===== src/rtl/mult_div_unit_if.sv =====
// Handshake and operand/result bundle between the MIPS control/datapath and mult_div_unit.
interface mult_div_unit_if;
    logic        mult_start;
    logic        div_start;
    logic [31:0] a_in;
    logic [31:0] b_in;
    logic        busy;
    logic        done;
    logic        div_zero;
    logic [31:0] hi_out;
    logic [31:0] lo_out;

    modport master (
        output mult_start, div_start, a_in, b_in,
        input  busy, done, div_zero, hi_out, lo_out
    );

    modport slave (
        input  mult_start, div_start, a_in, b_in,
        output busy, done, div_zero, hi_out, lo_out
    );
endinterface


===== src/rtl/mult_div_unit.sv =====
// Iterative signed MULT (radix-2 Booth) / DIV (restoring) unit producing HI/LO.
// Divider datapath is compiled in only when MULT_DIV_UNIT_DIV_EN is defined.
module mult_div_unit (
    input  logic           clk,
    input  logic           reset,
    mult_div_unit_if.slave bus
);
    typedef enum logic [1:0] {S_IDLE, S_MULT, S_DIV, S_DONE} state_t;

    state_t             r_state;
    state_t             w_next;
    logic [4:0]         r_cnt;
    // Booth accumulator {hi(33), lo(32), q-1}; the extra hi bit absorbs add/sub overflow
    logic signed [65:0] r_acc;
    logic signed [32:0] r_mcand;
    logic [31:0]        r_hi;
    logic [31:0]        r_lo;
    logic               r_dz;
    logic               w_last;
    logic               w_start_mult;
    logic               w_start_div;
    logic signed [32:0] w_sum;
    logic signed [65:0] w_acc_nxt;

    assign w_last       = (r_cnt == 5'd31);
    assign w_start_mult = bus.mult_start;
    assign w_start_div  = bus.div_start & ~bus.mult_start;

    always_comb begin
        w_sum = r_acc[65:33];
        case (r_acc[1:0])
            2'b01:   w_sum = r_acc[65:33] + r_mcand;
            2'b10:   w_sum = r_acc[65:33] - r_mcand;
            default: w_sum = r_acc[65:33];
        endcase
        w_acc_nxt = {w_sum[32], w_sum, r_acc[32:1]};
    end

`ifdef MULT_DIV_UNIT_DIV_EN
    logic [32:0] r_rem;
    logic [31:0] r_quo;
    logic [31:0] r_dvs;
    logic        r_qneg;
    logic        r_rneg;
    logic [32:0] w_rem_sh;
    logic [32:0] w_rem_nxt;
    logic [31:0] w_quo_nxt;

    function automatic logic [31:0] mag32(input logic signed [31:0] v);
        return v[31] ? -v : v;
    endfunction

    function automatic logic [31:0] apply_sign(input logic [31:0] v, input logic neg);
        return neg ? -v : v;
    endfunction

    always_comb begin
        w_rem_sh  = {r_rem[31:0], r_quo[31]};
        w_quo_nxt = {r_quo[30:0], 1'b0};
        w_rem_nxt = w_rem_sh;
        if (w_rem_sh >= {1'b0, r_dvs}) begin
            w_rem_nxt    = w_rem_sh - {1'b0, r_dvs};
            w_quo_nxt[0] = 1'b1;
        end
    end
`endif

    always_ff @(posedge clk or negedge reset) begin
        if (!reset) r_state <= S_IDLE;
        else        r_state <= w_next;
    end

    always_comb begin
        w_next = r_state;
        case (r_state)
            S_IDLE: begin
                if (w_start_mult)     w_next = S_MULT;
                else if (w_start_div) w_next = S_DIV;
            end
            S_MULT: if (w_last) w_next = S_DONE;
`ifdef MULT_DIV_UNIT_DIV_EN
            S_DIV:  if (r_dz || w_last) w_next = S_DONE;
`else
            S_DIV:  w_next = S_DONE;
`endif
            default: w_next = S_IDLE;
        endcase
    end

    always_comb begin
        bus.busy     = (r_state == S_MULT) || (r_state == S_DIV);
        bus.done     = (r_state == S_DONE);
        bus.div_zero = (r_state == S_DONE) && r_dz;
    end

    assign bus.hi_out = r_hi;
    assign bus.lo_out = r_lo;

    always_ff @(posedge clk or negedge reset) begin
        if (!reset) begin
            r_cnt   <= '0;
            r_acc   <= '0;
            r_mcand <= '0;
            r_hi    <= '0;
            r_lo    <= '0;
            r_dz    <= 1'b0;
`ifdef MULT_DIV_UNIT_DIV_EN
            r_rem   <= '0;
            r_quo   <= '0;
            r_dvs   <= '0;
            r_qneg  <= 1'b0;
            r_rneg  <= 1'b0;
`endif
        end else begin
            case (r_state)
                S_IDLE: begin
                    r_cnt <= '0;
`ifdef MULT_DIV_UNIT_DIV_EN
                    r_dz  <= w_start_div && (bus.b_in == 32'd0);
`else
                    r_dz  <= 1'b0;
`endif
                    if (w_start_mult) begin
                        r_acc   <= {33'd0, bus.b_in, 1'b0};
                        r_mcand <= {bus.a_in[31], bus.a_in};
                    end
`ifdef MULT_DIV_UNIT_DIV_EN
                    else if (w_start_div) begin
                        r_rem  <= '0;
                        r_quo  <= mag32(bus.a_in);
                        r_dvs  <= mag32(bus.b_in);
                        r_qneg <= bus.a_in[31] ^ bus.b_in[31];
                        r_rneg <= bus.a_in[31];
                    end
`endif
                end
                S_MULT: begin
                    r_acc <= w_acc_nxt;
                    r_cnt <= r_cnt + 5'd1;
                    if (w_last) begin
                        r_hi <= w_acc_nxt[64:33];
                        r_lo <= w_acc_nxt[32:1];
                    end
                end
`ifdef MULT_DIV_UNIT_DIV_EN
                S_DIV: begin
                    if (!r_dz) begin
                        r_rem <= w_rem_nxt;
                        r_quo <= w_quo_nxt;
                        r_cnt <= r_cnt + 5'd1;
                        // remainder is below the divisor magnitude, so 32 bits suffice
                        if (w_last) begin
                            r_hi <= apply_sign(w_rem_nxt[31:0], r_rneg);
                            r_lo <= apply_sign(w_quo_nxt, r_qneg);
                        end
                    end
                end
`endif
                default: ;
            endcase
        end
    end
endmodule

===== src/flat_wrapper.sv =====
// flat-port wrapper written by rule: the top's interface ports become plain ports
module mult_div_unit_flat 
  (clk, reset, bus_mult_start, bus_div_start, bus_a_in, bus_b_in, bus_busy, bus_done, bus_div_zero, bus_hi_out, bus_lo_out);
  mult_div_unit_if bus_i ();
  input  logic clk;
  input  logic reset;
  input wire logic [$bits(bus_i.mult_start)-1:0] bus_mult_start;
  input wire logic [$bits(bus_i.div_start)-1:0] bus_div_start;
  input wire logic [$bits(bus_i.a_in)-1:0] bus_a_in;
  input wire logic [$bits(bus_i.b_in)-1:0] bus_b_in;
  output wire logic [$bits(bus_i.busy)-1:0] bus_busy;
  output wire logic [$bits(bus_i.done)-1:0] bus_done;
  output wire logic [$bits(bus_i.div_zero)-1:0] bus_div_zero;
  output wire logic [$bits(bus_i.hi_out)-1:0] bus_hi_out;
  output wire logic [$bits(bus_i.lo_out)-1:0] bus_lo_out;
  assign bus_i.mult_start = bus_mult_start;
  assign bus_i.div_start = bus_div_start;
  assign bus_i.a_in = bus_a_in;
  assign bus_i.b_in = bus_b_in;
  assign bus_busy = bus_i.busy;
  assign bus_done = bus_i.done;
  assign bus_div_zero = bus_i.div_zero;
  assign bus_hi_out = bus_i.hi_out;
  assign bus_lo_out = bus_i.lo_out;
  mult_div_unit u_core (.clk(clk), .reset(reset), .bus(bus_i));
endmodule

===== config.mk =====
export PLATFORM = sky130hd
export DESIGN_NAME = mult_div_unit_flat
export DESIGN_NICKNAME = d
export VERILOG_FILES = /design/src/rtl/mult_div_unit_if.sv /design/src/rtl/mult_div_unit.sv /design/src/flat_wrapper.sv
export SDC_FILE = /design/constraint.sdc
export NUM_CORES = 1
export LEC_CHECK = 0
export CORE_MARGIN = 10
export CORE_UTILIZATION = 45
export CTS_BUF_LIST = sky130_fd_sc_hd__clkbuf_4
export CTS_CLUSTER_SIZE = 16
export DETAILED_ROUTE_END_ITERATION = 10
export MAX_ROUTING_LAYER = met4
export PLACE_DENSITY = 0.68
export SLEW_MARGIN = 20
export SYNTH_ARGS = -nofsm -noshare
export SYNTH_HDL_FRONTEND = slang
export SYNTH_SLANG_ARGS = --single-unit

===== constraint.sdc =====
create_clock -name clk -period 5 [get_ports clk]
set_input_delay 1 -clock clk [delete_from_list [all_inputs] [get_ports clk]]
set_output_delay 1 -clock clk [all_outputs]
set_load 0.03 [all_outputs]

### Word level (Yosys, flattened, before mapping)

Cells that the tools add are included.

| word-level totals | value |
|---|---|
| bits in registers | 169 |
| output and inout bits | 67 |
| word-level logic and storage cells | 35 |

| cells by class | value |
|---|---|
| $add $sub $neg | 3 |
| equal/unequal tests | 9 |
| multiplexer cells | 8 |
| bitwise gates (word level) | 2 |
| reduce and logical (&&, ||, !) cells | 7 |

Operator list:

| cell | number |
|---|---|
| $pmux 66 s2 | 1 |
| $mux 66 | 1 |
| $pmux 33 s2 | 1 |
| $add 33x33->33 | 1 |
| $sub 33x33->33 | 1 |
| $pmux 5 s2 | 1 |
| $reduce_and 2->1 | 4 |
| $eq 2x2->1 const B | 3 |
| $mux 2 | 3 |
| $pmux 2 s3 | 1 |
| $add 5x1->5 const B | 1 |
| $eq 5x5->1 const B | 1 |
| $eq 2x1->1 const B | 2 |
| $ne 3x2->1 const B | 1 |
| $logic_not 2->1 | 1 |
| $ne 2x1->1 const B | 1 |
| $ne 2x2->1 const B | 1 |
| $reduce_bool 2->1 | 1 |
| $and 1x1->1 | 1 |
| $logic_or 1x1->1 | 1 |
| $not 1->1 | 1 |

### Depth between registers and ports, before layout

| logic depth | value |
|---|---|
| depth after elaboration | 5 |
| depth in mapped cells | 18 |
| depth with buffers taken out | 18 |

### Worst setup path before layout

No wires, ideal clock.

| path | value |
|---|---|
| kind | register to register |
| from | reg u_core.r_mcand[15] |
| to | reg u_core.r_hi[31] (netlist: u_core.bus.hi_out[31]) |
| setup time | 0.136 ns |
| arrival | 4.093 ns |
| data required time | 4.864 ns |
| path slack | 0.771 ns |
| cell stages (with the launch flop) | 17 |
| path through | dfrtp_1 -> or3_4 -> or4_4 -> nor3_1 -> nor3b_1 -> a21oi_1 -> xnor2_1 -> ha_1 -> a21oi_1 -> o21ai_0 -> a211oi_1 -> o22ai_1 -> a21o_1 -> o41ai_4 -> mux2i_4 -> xnor2_1 -> o21ai_1 |

| on the way | value |
|---|---|
| longest elaborated chain between the ends | 2 |
| elaborated cells on any way between the ends | 3 |

Ends and longest elaborated chain:

| item | RTL line | source |
|---|---|---|
| start: declaration | mult_div_unit.sv:15 | `logic signed [32:0] r_mcand;` |
| start signal: assignment | mult_div_unit.sv:125 | `r_mcand <= {bus.a_in[31], bus.a_in};` |
| $sub 33x33->33 or $add 33x33->33 (tied branches) | mult_div_unit.sv:33, mult_div_unit.sv:32 |  |
| $pmux 33 s2 * | mult_div_unit.sv:31 | `case (r_acc[1:0])` |
| end signal: assignment | mult_div_unit.sv:141 | `r_hi <= w_acc_nxt[64:33];` |
| end: declaration | mult_div_unit.sv:16 | `logic [31:0] r_hi;` |

Every way passes the cells marked *; elsewhere a longest branch is shown, timed or not.
A chain may end at the register's enable or synchronous reset.

### Worst setup path in the final report

| path | value |
|---|---|
| from | reg u_core.r_mcand[3] |
| to | reg u_core.r_hi[31] (netlist: u_core.bus.hi_out[31]) |

Same word-level chain as after synthesis.

==> flow_metrics.tcl <==
set metrics [dict create \
    grt_pass1_wl_mm 35.89 \
    drt-wirelength-per-cell_um 16.54 \
    clkTransAtPathRegs_ps 160 \
    min_period_ps 4497 \
    dp.cells 1289 \
    grt_pass1_vias 6929 \
    initial_utilization 0.4573 \
    gp_congestion 0.9201 \
    power_density_nw_per_um2 623.2 \
    final_cell_mix "dfrtp_1, clkdlybuf4s50_1, nand2_1, o21ai_0, mux2_2" \
    cts_sinks 168 \
    grt.total_usage 0.1704 \
    synth.distinct_cells 64 \
    finalCritPeriodShare 0.8993 \
    synth_top_family_by_area "compound AO/OA/AOI/OAI gates" \
    hold_class "in2async" \
    core_area_um2 20170 \
    cp-start-kind "register" \
    synthMuxAreaShare 0.1361 \
    final_cell_count_no_fill 1323 \
    critPathCaptureType "register" \
    antenna_found_initial 2 \
    pin_count 135 \
    drt_wl_total_mm 21.89 \
    overflow 0 \
    area_growth_pct 20.69 \
    drc_errors 0 \
    relSlewSlack 0.3369 \
    synth_xor_xnor_area_share 0.05413 \
    synthSimpleGateAreaFrac 0.1172 \
    hold_viol_final 0 \
    async_reset_ff_frac 1.000 \
    grt_max_degree 91 \
    synth.cell_area_um2 9223 \
    fin_nets 1146 \
    cp_cell_sequence "nor3_1 > nand2_1 > nor3_1 > nand2b_1 > nor3_2 > nor3b_1 > a21oi_1 > xnor2_1 > ha_1 > a21oi_1 > o21ai_0 > a211oi_1 > o22ai_1 > a21o_1 > o41ai_4 > mux2i_4 > xnor2_1 > o21ai_1" \
    io_buffers 133 \
    final-setup-viol-count 0 \
    synth_seq_cells 168 \
    ys_warn_count 0 \
    utilization 0.5519 \
    drtIter0Drc 281 \
    cts_tree "done" \
    drive_gt1_frac 0.1265 \
    viasPerCell 5.319 \
    critPathRequiredTime_ps 5460 \
    fmax_mhz 222.4 \
    cp_slowest_cell "dfrtp_1" \
    fillers 1859 \
    fin_setup_tns_ps 0 \
    crit_arrival_ps 4950 \
    tightest_slew_ps 992.3 \
    syn_area_per_cell_um2 10.02 \
    vias 7037 \
    synth_edf_count 0 \
    skew_ps 22.43 \
    ant_nets 0 \
    critPathKind "reg2reg" \
    cts_root_buf "clkbuf_4" \
    synth_adder_area_share 0.05508 \
    fp.dieH_um 163.2 \
    cp_max_fo 6 \
    critPathMaxStageDelay_ps 450 \
    synth_compound_area_frac 0.1548 \
    worstSkewPairLatency_ps 590 \
    r2r_cells 18 \
    layout_commonest_cell "dfrtp_1" \
    htreeDepth 4 \
    maxCapViolCount 0 \
    hold_ws_ps 442.9 \
    power_leakage_uw 0.004935 \
    dieWidth_um 163.2 \
    syn_nets 1028 \
    post_cts_buffers 0 \
    seq_area_frac_synth 0.4558 \
    cts_buffer_depth 2 \
    firstDrtPassIters 5 \
    status "complete, no violations" \
    hpwl_mm 16.00 \
    placementRows 52 \
    maxSlewViolCount 0 \
    synthCells 920 \
    ir_worst_vdd_uv 258.4 \
    cts_made_buffers 17 \
    grt_setup_unrepaired "false" \
    dieArea_um2 26620 \
    synth_top_flop_cell "dfrtp_1" \
]
## state kept, by name, indices dropped and copies added, names as in the netlist
signal / flops
u_core.bus.hi_out: 32
u_core.bus.lo_out: 32
u_core.r_state: 2
u_core.r_mcand: 32
u_core.r_cnt: 5
u_core.r_acc: 65
## routing by layer
layer,track usage,vias up,share of wire
met1,0.2149,3346,0.47
met5,-,-,0
met3,0.05789,20,0.070
met2,0.2605,161,0.46
li1,-,3510,-
met4,0.03689,0,0.0086
## critical path: cells and delay by family, from the launching register on
kind	cells	cell delay (ps)
AND/OR/NAND/NOR	6	1490
adder cells (fa/ha/maj)	1	360
XOR/XNOR	2	280
multiplexers	1	320
AO/OA/AOI/OAI	8	1490
flip-flops	1	450
## cell type report
cell class / count / area [um2] / area share
Multi-Input combinational cell: 689 / 4813 / 0.4324
Sequential cell: 168 / 4204 / 0.3777
Timing Repair Buffer: 142 / 1413 / 0.1269
Tap cell: 270 / 337.8 / 0.03035
Clock inverter: 15 / 155.1 / 0.01394
Clock buffer: 17 / 127.6 / 0.01147
Inverter: 20 / 75.07 / 0.006745
Antenna cell: 2 / 5.005 / 0.0004496
## cell usage after synthesis, types with 6 or more instances
cell / instances / area, um2
a211oi_1: 6 / 45.04
a21o_1: 11 / 82.58
a21oi_1: 56 / 280.3
a22o_1: 12 / 105.1
a31oi_1: 6 / 37.54
buf_1: 9 / 33.78
clkbuf_1: 32 / 120.1
dfrtp_1: 168 / 4204
ha_1: 39 / 488.0
inv_1: 20 / 75.07
mux2_2: 73 / 822.0
mux2i_1: 41 / 410.4
nand2_1: 118 / 442.9
nand2b_1: 8 / 50.05
nand3_1: 6 / 30.03
nor2_1: 52 / 195.2
nor2b_1: 8 / 50.05
nor3_1: 16 / 80.08
o21ai_0: 108 / 540.5
o31ai_1: 6 / 45.04
xnor2_1: 42 / 367.9
xor2_1: 15 / 131.4
## path summary, 6_finish.rpt
check | from | end | slack (ps)
max | u_core.r_mcand[3]$_DFFE_PN0P_ | u_core.bus.hi_out[31]$_DFFE_PN0P_ | 500
min | reset | u_core.r_acc[39]$_DFFE_PN0P_ | 440
max reg2reg | u_core.r_mcand[3]$_DFFE_PN0P_ | u_core.bus.hi_out[31]$_DFFE_PN0P_ | 500
min reg2reg | u_core.bus.hi_out[15]$_DFFE_PN0P_ | u_core.bus.hi_out[15]$_DFFE_PN0P_ | 490
max in group asynchronous | reset | u_core.bus.hi_out[27]$_DFFE_PN0P_ | 3450
min in group clk | u_core.bus.hi_out[15]$_DFFE_PN0P_ | u_core.bus.hi_out[15]$_DFFE_PN0P_ | 490
## what timing repair did
action / 4_1_cts / 5_1_grt
setup endpoints to repair: 0 / 1
resized for setup: 0 / 1
hold buffers: 0 / 0
## cell families (layout without fill, tap and decap cells)
kind of cell | count (synthesis) | in the layout
xor gates and xnor gates | 57 | 57
muxes | 115 | 115
other | 1 | 3
and+or+nand+nor | 238 | 238
adders and majority gates | 40 | 40
DFF | 168 | 168
AOI/OAI and AO/OA | 238 | 238
buffers and inverters | 63 | 194
## where the power goes
group | internal, uW | leakage, uW | switching (uW)
Clock | 229 | 0.000156 | 561
Combinational | 1770 | 0.00258 | 2310
Sequential | 1720 | 0.00220 | 356
Total | 3710 | 0.00493 | 3220
## through the flow
step	power (uW)	setup slack [ps]	area (um2)
floorplan	5227	770.6	9223
global placement	6085	480.0	10830
detailed placement	6149	419.6	10830
CTS	6958	392.4	11110
global route	7584	140.1	11130
finish	6937	503.3	11130
No activity file was read; power rests on OpenSTA's default activity.
